`src/rtl/decode_sequencer.sv`:
```
// Instruction decoder that turns one 32-bit instruction word into registered
// micro-ops. Block transfers are expanded into one micro-op per listed
// register, plus an optional base write-back ADD.
//
// state | meaning
// IDLE  | ready for a new instruction; output register holds the last micro-op or a bubble
// SEQ   | expanding a block transfer; more micro-ops are still to be emitted
module decode_sequencer #(
  parameter int DATA_W   = 32,
  parameter int REG_W    = 4,
  parameter int BR_SHIFT = 0
) (
  input  logic              clk,
  input  logic              rst,
  input  logic              instr_valid,
  input  logic [31:0]       instr,
  output logic              instr_ready,
  input  logic [3:0]        flags,
  input  logic              stall,
  input  logic              flush,
  output logic              out_valid,
  output logic [3:0]        alu_op,
  output logic              reg_write_enable,
  output logic              immediate,
  output logic              jump_en,
  output logic              mem_load,
  output logic              mem_store,
  output logic              mem_base_offset,
  output logic              undef,
  output logic [REG_W-1:0]  write_reg_sel,
  output logic [REG_W-1:0]  read_reg_sel1,
  output logic [REG_W-1:0]  read_reg_sel2,
  output logic [DATA_W-1:0] immediate_val,
  output logic [DATA_W-1:0] jump_addr,
  output logic [DATA_W-1:0] mem_im_addr
);

  localparam int EXT_W = DATA_W + 24;

  typedef enum logic {IDLE, SEQ} state_t;

  typedef struct packed {
    logic              valid;
    logic [3:0]        alu_op;
    logic              we;
    logic              imm;
    logic              jmp;
    logic              ld;
    logic              st;
    logic              mbo;
    logic              undef;
    logic [REG_W-1:0]  wsel;
    logic [REG_W-1:0]  r1;
    logic [REG_W-1:0]  r2;
    logic [DATA_W-1:0] imm_val;
    logic [DATA_W-1:0] jaddr;
    logic [DATA_W-1:0] maddr;
  } uop_t;

  state_t           state_q, state_d;
  uop_t             uop_q, uop_d;
  logic [15:0]      list_q, list_d;
  logic [REG_W-1:0] base_q, base_d;
  logic             load_q, load_d;
  logic             wb_q, wb_d;
  logic [4:0]       k_q, k_d;

  logic             accept;
  logic             run_seq;
  logic             more;
  logic [15:0]      cur_list;
  logic [REG_W-1:0] cur_base;
  logic             cur_load;
  logic             cur_wb;
  logic [4:0]       cur_k;
  logic [3:0]       low;
  logic [EXT_W-1:0] br_sext;

  // ARM condition codes; flags are {N,Z,C,V}, and 1111 never passes.
  function automatic logic cond_pass(input logic [3:0] c, input logic [3:0] f);
    logic n, z, cf, v, ok;
    {n, z, cf, v} = f;
    ok = 1'b0;
    case (c)
      4'h0: ok = z;
      4'h1: ok = !z;
      4'h2: ok = cf;
      4'h3: ok = !cf;
      4'h4: ok = n;
      4'h5: ok = !n;
      4'h6: ok = v;
      4'h7: ok = !v;
      4'h8: ok = cf && !z;
      4'h9: ok = !cf || z;
      4'hA: ok = (n == v);
      4'hB: ok = (n != v);
      4'hC: ok = !z && (n == v);
      4'hD: ok = z || (n != v);
      4'hE: ok = 1'b1;
      default: ok = 1'b0;
    endcase
    return ok;
  endfunction

  function automatic logic [3:0] low_bit(input logic [15:0] l);
    logic [3:0] idx;
    idx = 4'd0;
    for (int i = 15; i >= 0; i--) begin
      if (l[i]) idx = 4'(i);
    end
    return idx;
  endfunction

  // k-th transfer of a block: base plus 4*k, register r loaded or stored.
  function automatic uop_t blk_uop(input logic [3:0] r, input logic [REG_W-1:0] base,
                                   input logic ld, input logic [4:0] k);
    uop_t u;
    u       = '0;
    u.valid = 1'b1;
    u.r1    = base;
    u.mbo   = 1'b1;
    u.maddr = DATA_W'({k, 2'b00});
    if (ld) begin
      u.ld   = 1'b1;
      u.we   = 1'b1;
      u.wsel = REG_W'(r);
    end else begin
      u.st   = 1'b1;
      u.r2   = REG_W'(r);
    end
    return u;
  endfunction

  // Base write-back: base = base + 4*count.
  function automatic uop_t wb_uop(input logic [REG_W-1:0] base, input logic [4:0] k);
    uop_t u;
    u         = '0;
    u.valid   = 1'b1;
    u.alu_op  = 4'b0100;
    u.we      = 1'b1;
    u.imm     = 1'b1;
    u.r1      = base;
    u.wsel    = base;
    u.imm_val = DATA_W'({k, 2'b00});
    return u;
  endfunction

  assign instr_ready = (state_q == IDLE) && !stall && !rst;
  // Flush blocks acceptance even though instr_ready ignores it.
  assign accept      = instr_valid && instr_ready && !flush;
  assign br_sext     = {{DATA_W{instr[23]}}, instr[23:0]};

  // Next micro-op, sequence bookkeeping and next state.
  always_comb begin
    state_d  = state_q;
    uop_d    = uop_q;
    list_d   = list_q;
    base_d   = base_q;
    load_d   = load_q;
    wb_d     = wb_q;
    k_d      = k_q;
    run_seq  = 1'b0;
    more     = 1'b0;
    low      = 4'd0;
    cur_list = list_q;
    cur_base = base_q;
    cur_load = load_q;
    cur_wb   = wb_q;
    cur_k    = k_q;
    if (flush) begin
      uop_d   = '0;
      state_d = IDLE;
      list_d  = '0;
      k_d     = '0;
    end else if (!stall) begin
      if (state_q == SEQ) begin
        run_seq = 1'b1;
      end else if (accept) begin
        uop_d       = '0;
        uop_d.valid = 1'b1;
        if (cond_pass(instr[31:28], flags)) begin
          case (instr[27:26])
            2'b00: begin
              uop_d.alu_op = instr[24:21];
              uop_d.r1     = REG_W'(instr[19:16]);
              uop_d.wsel   = REG_W'(instr[15:12]);
              uop_d.we     = 1'b1;
              if (instr[25]) begin
                uop_d.imm     = 1'b1;
                uop_d.imm_val = DATA_W'(instr[7:0]);
              end else begin
                uop_d.r2 = REG_W'(instr[3:0]);
              end
            end
            2'b01: begin
              uop_d.r1 = REG_W'(instr[19:16]);
              if (instr[20]) begin
                uop_d.ld   = 1'b1;
                uop_d.we   = 1'b1;
                uop_d.wsel = REG_W'(instr[15:12]);
              end else begin
                uop_d.st = 1'b1;
                uop_d.r2 = REG_W'(instr[15:12]);
              end
              if (!instr[25]) begin
                uop_d.mbo   = 1'b1;
                uop_d.maddr = DATA_W'(instr[11:0]);
              end
            end
            2'b10: begin
              if (instr[25]) begin
                uop_d.jmp   = 1'b1;
                uop_d.jaddr = DATA_W'(br_sext << BR_SHIFT);
              end else begin
                run_seq  = 1'b1;
                cur_list = instr[15:0];
                cur_base = REG_W'(instr[19:16]);
                cur_load = instr[20];
                cur_wb   = instr[21];
                cur_k    = 5'd0;
              end
            end
            default: uop_d.undef = 1'b1;
          endcase
        end
      end else begin
        uop_d = '0;
      end
    end

    // One step of a block transfer, shared by the accept cycle and SEQ.
    if (run_seq) begin
      base_d = cur_base;
      load_d = cur_load;
      wb_d   = cur_wb;
      if (cur_list != '0) begin
        low    = low_bit(cur_list);
        uop_d  = blk_uop(low, cur_base, cur_load, cur_k);
        list_d = cur_list & ~(16'd1 << low);
        k_d    = cur_k + 5'd1;
        more   = (list_d != '0) || cur_wb;
      end else if (cur_wb) begin
        uop_d = wb_uop(cur_base, cur_k);
      end else begin
        uop_d       = '0;
        uop_d.valid = 1'b1;
      end
      if (!more) begin
        list_d = '0;
        k_d    = '0;
      end
      state_d = more ? SEQ : IDLE;
    end
  end

  // State, output register and sequence pointer; reset wins over everything.
  always_ff @(posedge clk) begin
    if (rst) begin
      state_q <= IDLE;
      uop_q   <= '0;
      list_q  <= '0;
      base_q  <= '0;
      load_q  <= 1'b0;
      wb_q    <= 1'b0;
      k_q     <= '0;
    end else begin
      state_q <= state_d;
      uop_q   <= uop_d;
      list_q  <= list_d;
      base_q  <= base_d;
      load_q  <= load_d;
      wb_q    <= wb_d;
      k_q     <= k_d;
    end
  end

  assign out_valid        = uop_q.valid;
  assign alu_op           = uop_q.alu_op;
  assign reg_write_enable = uop_q.we;
  assign immediate        = uop_q.imm;
  assign jump_en          = uop_q.jmp;
  assign mem_load         = uop_q.ld;
  assign mem_store        = uop_q.st;
  assign mem_base_offset  = uop_q.mbo;
  assign undef            = uop_q.undef;
  assign write_reg_sel    = uop_q.wsel;
  assign read_reg_sel1    = uop_q.r1;
  assign read_reg_sel2    = uop_q.r2;
  assign immediate_val    = uop_q.imm_val;
  assign jump_addr        = uop_q.jaddr;
  assign mem_im_addr      = uop_q.maddr;

endmodule

```
`config.mk`:
```
export PLATFORM = sky130hd
export DESIGN_NAME = decode_sequencer
export DESIGN_NICKNAME = d
export VERILOG_FILES = /design/src/rtl/decode_sequencer.sv
export SDC_FILE = /design/constraint.sdc
export NUM_CORES = 1
export LEC_CHECK = 0
export BUFFER_PORTS_ARGS = -buffer_cell sky130_fd_sc_hd__buf_2
export CAP_MARGIN = 40
export CORE_MARGIN = 4
export CORE_UTILIZATION = 55
export DETAILED_ROUTE_END_ITERATION = 8
export GPL_TIMING_DRIVEN = 1
export PLACE_DENSITY_LB_ADDON = 0.15
export RECOVER_POWER = 100
export SYNTH_ARGS = -nofsm -noshare
export SYNTH_HDL_FRONTEND = slang
export SYNTH_SLANG_ARGS = --single-unit
export TNS_END_PERCENT = 1
```
`constraint.sdc`:
```
create_clock -name clk -period 8.53 [get_ports clk]
set_input_delay 1.2795 -clock clk [delete_from_list [all_inputs] [get_ports clk]]
set_output_delay 1.2795 -clock clk [all_outputs]
set_load 0.05 [all_outputs]
```
==> metrics.txt <==
vias per inst 6.16; reg-to-reg startpoint state_q; r2r setup slk 3360 ps; required time of the critical path 8830 ps; Vias 5421; peak supply drop 0.0917 mV; Clock Latency Late Sink 380 ps; Hold WC Path Type reg2reg; Final min period 5990 ps; first-pass GRT wire length 26.5 mm; Crit path max-delay family simple AND/OR/NAND/NOR gates; RSZ-0062 raised after global routing no; CP max stage cell nor3b_1; clk buf depth 2; sequential share of the synthesized area 35.4%; full die area 11500 um2; Cell Pwr Density 153 nW/um2; largest net degree at the start of global routing 82; grt ovf 0; DP HPWL 12.3 mm; internal power 607 uW; final period utilization 70.2%; Total Nets Final 785; clock buffer count from CTS 9; setup TNS 0 ps; final setup violating endpoints 0; Critical Path Max Stage Delay 1430 ps; clk slew on worst S/H paths 100 ps; Syn. warnings 0; Final Hold Viols 0; Yosys reg bits 96; failing checks capacitance limit, slew limit; PortBufs 117; Clk pwr share 34.6%; most used cell along the critical path clkbuf_1; core area 9680 um2; CP Buf/Inv Count 2; MaxCap Viol Count 2; RD Place Congestion 0.974; CTS root buf clkbuf_8; status complete, but fails checks; CP Depth 12; vias in the first global route 5006; post-synthesis async set-or-reset flop share 0%; Crit Path Max Fanout 33; Max Fclk 0.167 GHz; r2r worst-path depth 11; initial core utilization 56.1%; EDFF count, synth 0; P_sw 278 uW; critical path type in2reg; CTS resizes 0; antenna viol nets, final 0; hold path depth 2; worst hold path startpoint mem_load; Rows 36; Worst setup SP type input pin; Total Power 886 uW; P&R area growth vs syn 6.81%; Critical Path, Cell by Cell clkbuf_1, or2b_1, a2bb2oi_1, a311oi_1, nor4_1, nor2_2, clkbuf_1, mux2i_1, nor3b_1, a221o_1, a21oi_1, nor3_1; placed cells 865; Worst-Margin Slew 1800 ps; initial antenna violation count 0; setup repair bufs after CTS 0; ratio of cells with drive above 1 in the final layout 10.2%; Setup WS pre-CTS 3790 ps; crit path DAT 6290 ps; clk sink count 96; Main synth FF type dfxtp_1; Combinational Power Share 14.5%; chip height 107 um; TritonCTS clock tree done; Seq pwr share 50.9%; final wirelength 16.9 mm; drt first pass iters 6; P_leak 2.18 nW; gr usage total 29.0%; min setup slack post-route 2540 ps; synthesized area 5440 um2; final max-slew violation count 47; initial DRC count 533; H-tree depth 3; Switching Fraction 31.4%; Post-Syn Instances 665; non-filler cells, final 880; WL/cell 19.2 um; CTS Hold Bufs 0; Setup Skew 12.4 ps; Diodes inserted 0; average instance area after synthesis 8.18 um2; Die W 107 um; Worst slew margin -19.9%; Critical Path End Type register; Cell variety after synth 78; Setup crit start instr[28]; num ports 162; DRC Markers 0
## power by group through the flow
| stage | combinational (mW) | clock [mW] | sequential [mW] |
|---|---|---|---|
| 2_1_floorplan | 0.105 | 0 | 0.469 |
| 3_3_place_gp | 0.125 | 0 | 0.461 |
| 3_5_place_dp | 0.126 | 0 | 0.462 |
| 4_1_cts | 0.127 | 0.308 | 0.451 |
| 5_1_grt | 0.135 | 0.328 | 0.452 |
| 6_report | 0.128 | 0.306 | 0.451 |
## worst register-to-register path, stage by stage (launching register included)
cell	delay [ps]
dfxtp_1	370
nor2_1	110
nand3_1	160
a31oi_1	380
nand3_1	220
nor2_2	130
clkbuf_1	1290
mux2i_1	350
nor3b_1	1430
a221o_1	340
a21oi_1	60
nor3_1	240
## kinds of logic after synthesis
kind of cell	Yosys count	synth area share (%)
AO/OA/AOI/OAI	191	26.2
other	1	0.0690
multiplexers	10	1.86
buffers and inverters	113	12.8
flip-flops	96	35.4
adder cells (fa/ha/maj)	1	0.230
XOR/XNOR	4	0.645
AND/OR/NAND/NOR	249	22.8
## cells in the mapped netlist (5+ instances only)
cell / count / area, um2
clkbuf_1: 26 / 97.6
nand2_1: 55 / 206
inv_1: 13 / 48.8
nor2_1: 92 / 345
nor3_1: 16 / 80.1
dfxtp_1: 96 / 1920
buf_4: 55 / 413
a21oi_1: 31 / 155
a211oi_1: 9 / 67.6
nor2b_1: 9 / 56.3
a31oi_1: 8 / 50.1
nor3b_1: 7 / 52.6
nand2b_1: 5 / 31.3
nor4_1: 10 / 62.6
nand3_1: 14 / 70.1
o21ai_0: 18 / 90.1
a221oi_1: 6 / 52.6
o31ai_1: 10 / 75.1
a22o_1: 7 / 61.3
buf_2: 5 / 25.0
or3_1: 5 / 31.3
buf_6: 8 / 90.1
o211ai_1: 5 / 37.5
a32oi_1: 6 / 52.6
a22oi_1: 52 / 390
mux2i_1: 9 / 90.1
## path summary, 6_finish.rpt
check,endpoint
max,write_reg_sel[0]
min,mem_load
max reg2reg,write_reg_sel[0]
min reg2reg,mem_load
## flip-flops by register name (all words and copies together) (netlist names), 4 cells and up
name and cells:
k_q 5, list_q 16, read_reg_sel2 4, write_reg_sel 4, base_q 4, immediate_val 8
alu_op 4, jump_addr 24, read_reg_sel1 4, mem_im_addr 12
## placed cells by master (no fill, tap or decap), types with 4 or more instances in the layout
cell | synthesis | layout
conb_1 | 1 | 44
nand4_1 | 4 | 4
nor3_1 | 16 | 16
a22oi_1 | 52 | 53
a211oi_1 | 9 | 9
mux2i_1 | 9 | 9
buf_2 | 5 | 39
nand2_1 | 55 | 55
nand3_1 | 14 | 14
nor3b_1 | 7 | 8
a221o_1 | 4 | 4
a22o_1 | 7 | 7
nand2b_1 | 5 | 5
a32oi_1 | 6 | 6
o21ai_0 | 18 | 18
o31ai_1 | 10 | 11
nor4_1 | 10 | 10
o211ai_1 | 5 | 5
inv_1 | 13 | 13
a31oi_1 | 8 | 8
a21oi_1 | 31 | 31
a222oi_1 | 4 | 4
dfxtp_1 | 96 | 96
nor2_1 | 92 | 92
nor2b_1 | 9 | 8
a221oi_1 | 6 | 6
clkbuf_8 | 0 | 9
or3_1 | 5 | 5
clkbuf_1 | 26 | 82
## metal layers
layer | vias to the layer above | wire, um | GRT usage, %
met2 | 363 | 7690 | 45.4
met1 | 2517 | 6710 | 38.5
met3 | 46 | 2010 | 7.26
li1 | 2495 | - | -
met5 | - | 0 | 0
met4 | 0 | 525 | 11.5
## layout make-up
class | instances | area [um2]
tap | 133 | 166
clock buffer | 9 | 124
fill | 929 | 3880
sequential | 96 | 1920
multi-input combinational | 499 | 2960
clock inverter | 6 | 68.8
timing repair buffer | 123 | 518
inverter | 14 | 52.6
## per-stage QoR
stage          util, %  instance area (um2)  hold WS (ps)
2_1_floorplan        -                 5600           439
3_3_place_gp      59.3                 5740           450
3_5_place_dp      59.5                 5760           458
4_1_cts           61.5                 5960           473
5_1_grt           60.0                 5810           512
6_report          60.0                 5810           472
Power figures use the tool's default switching activity.
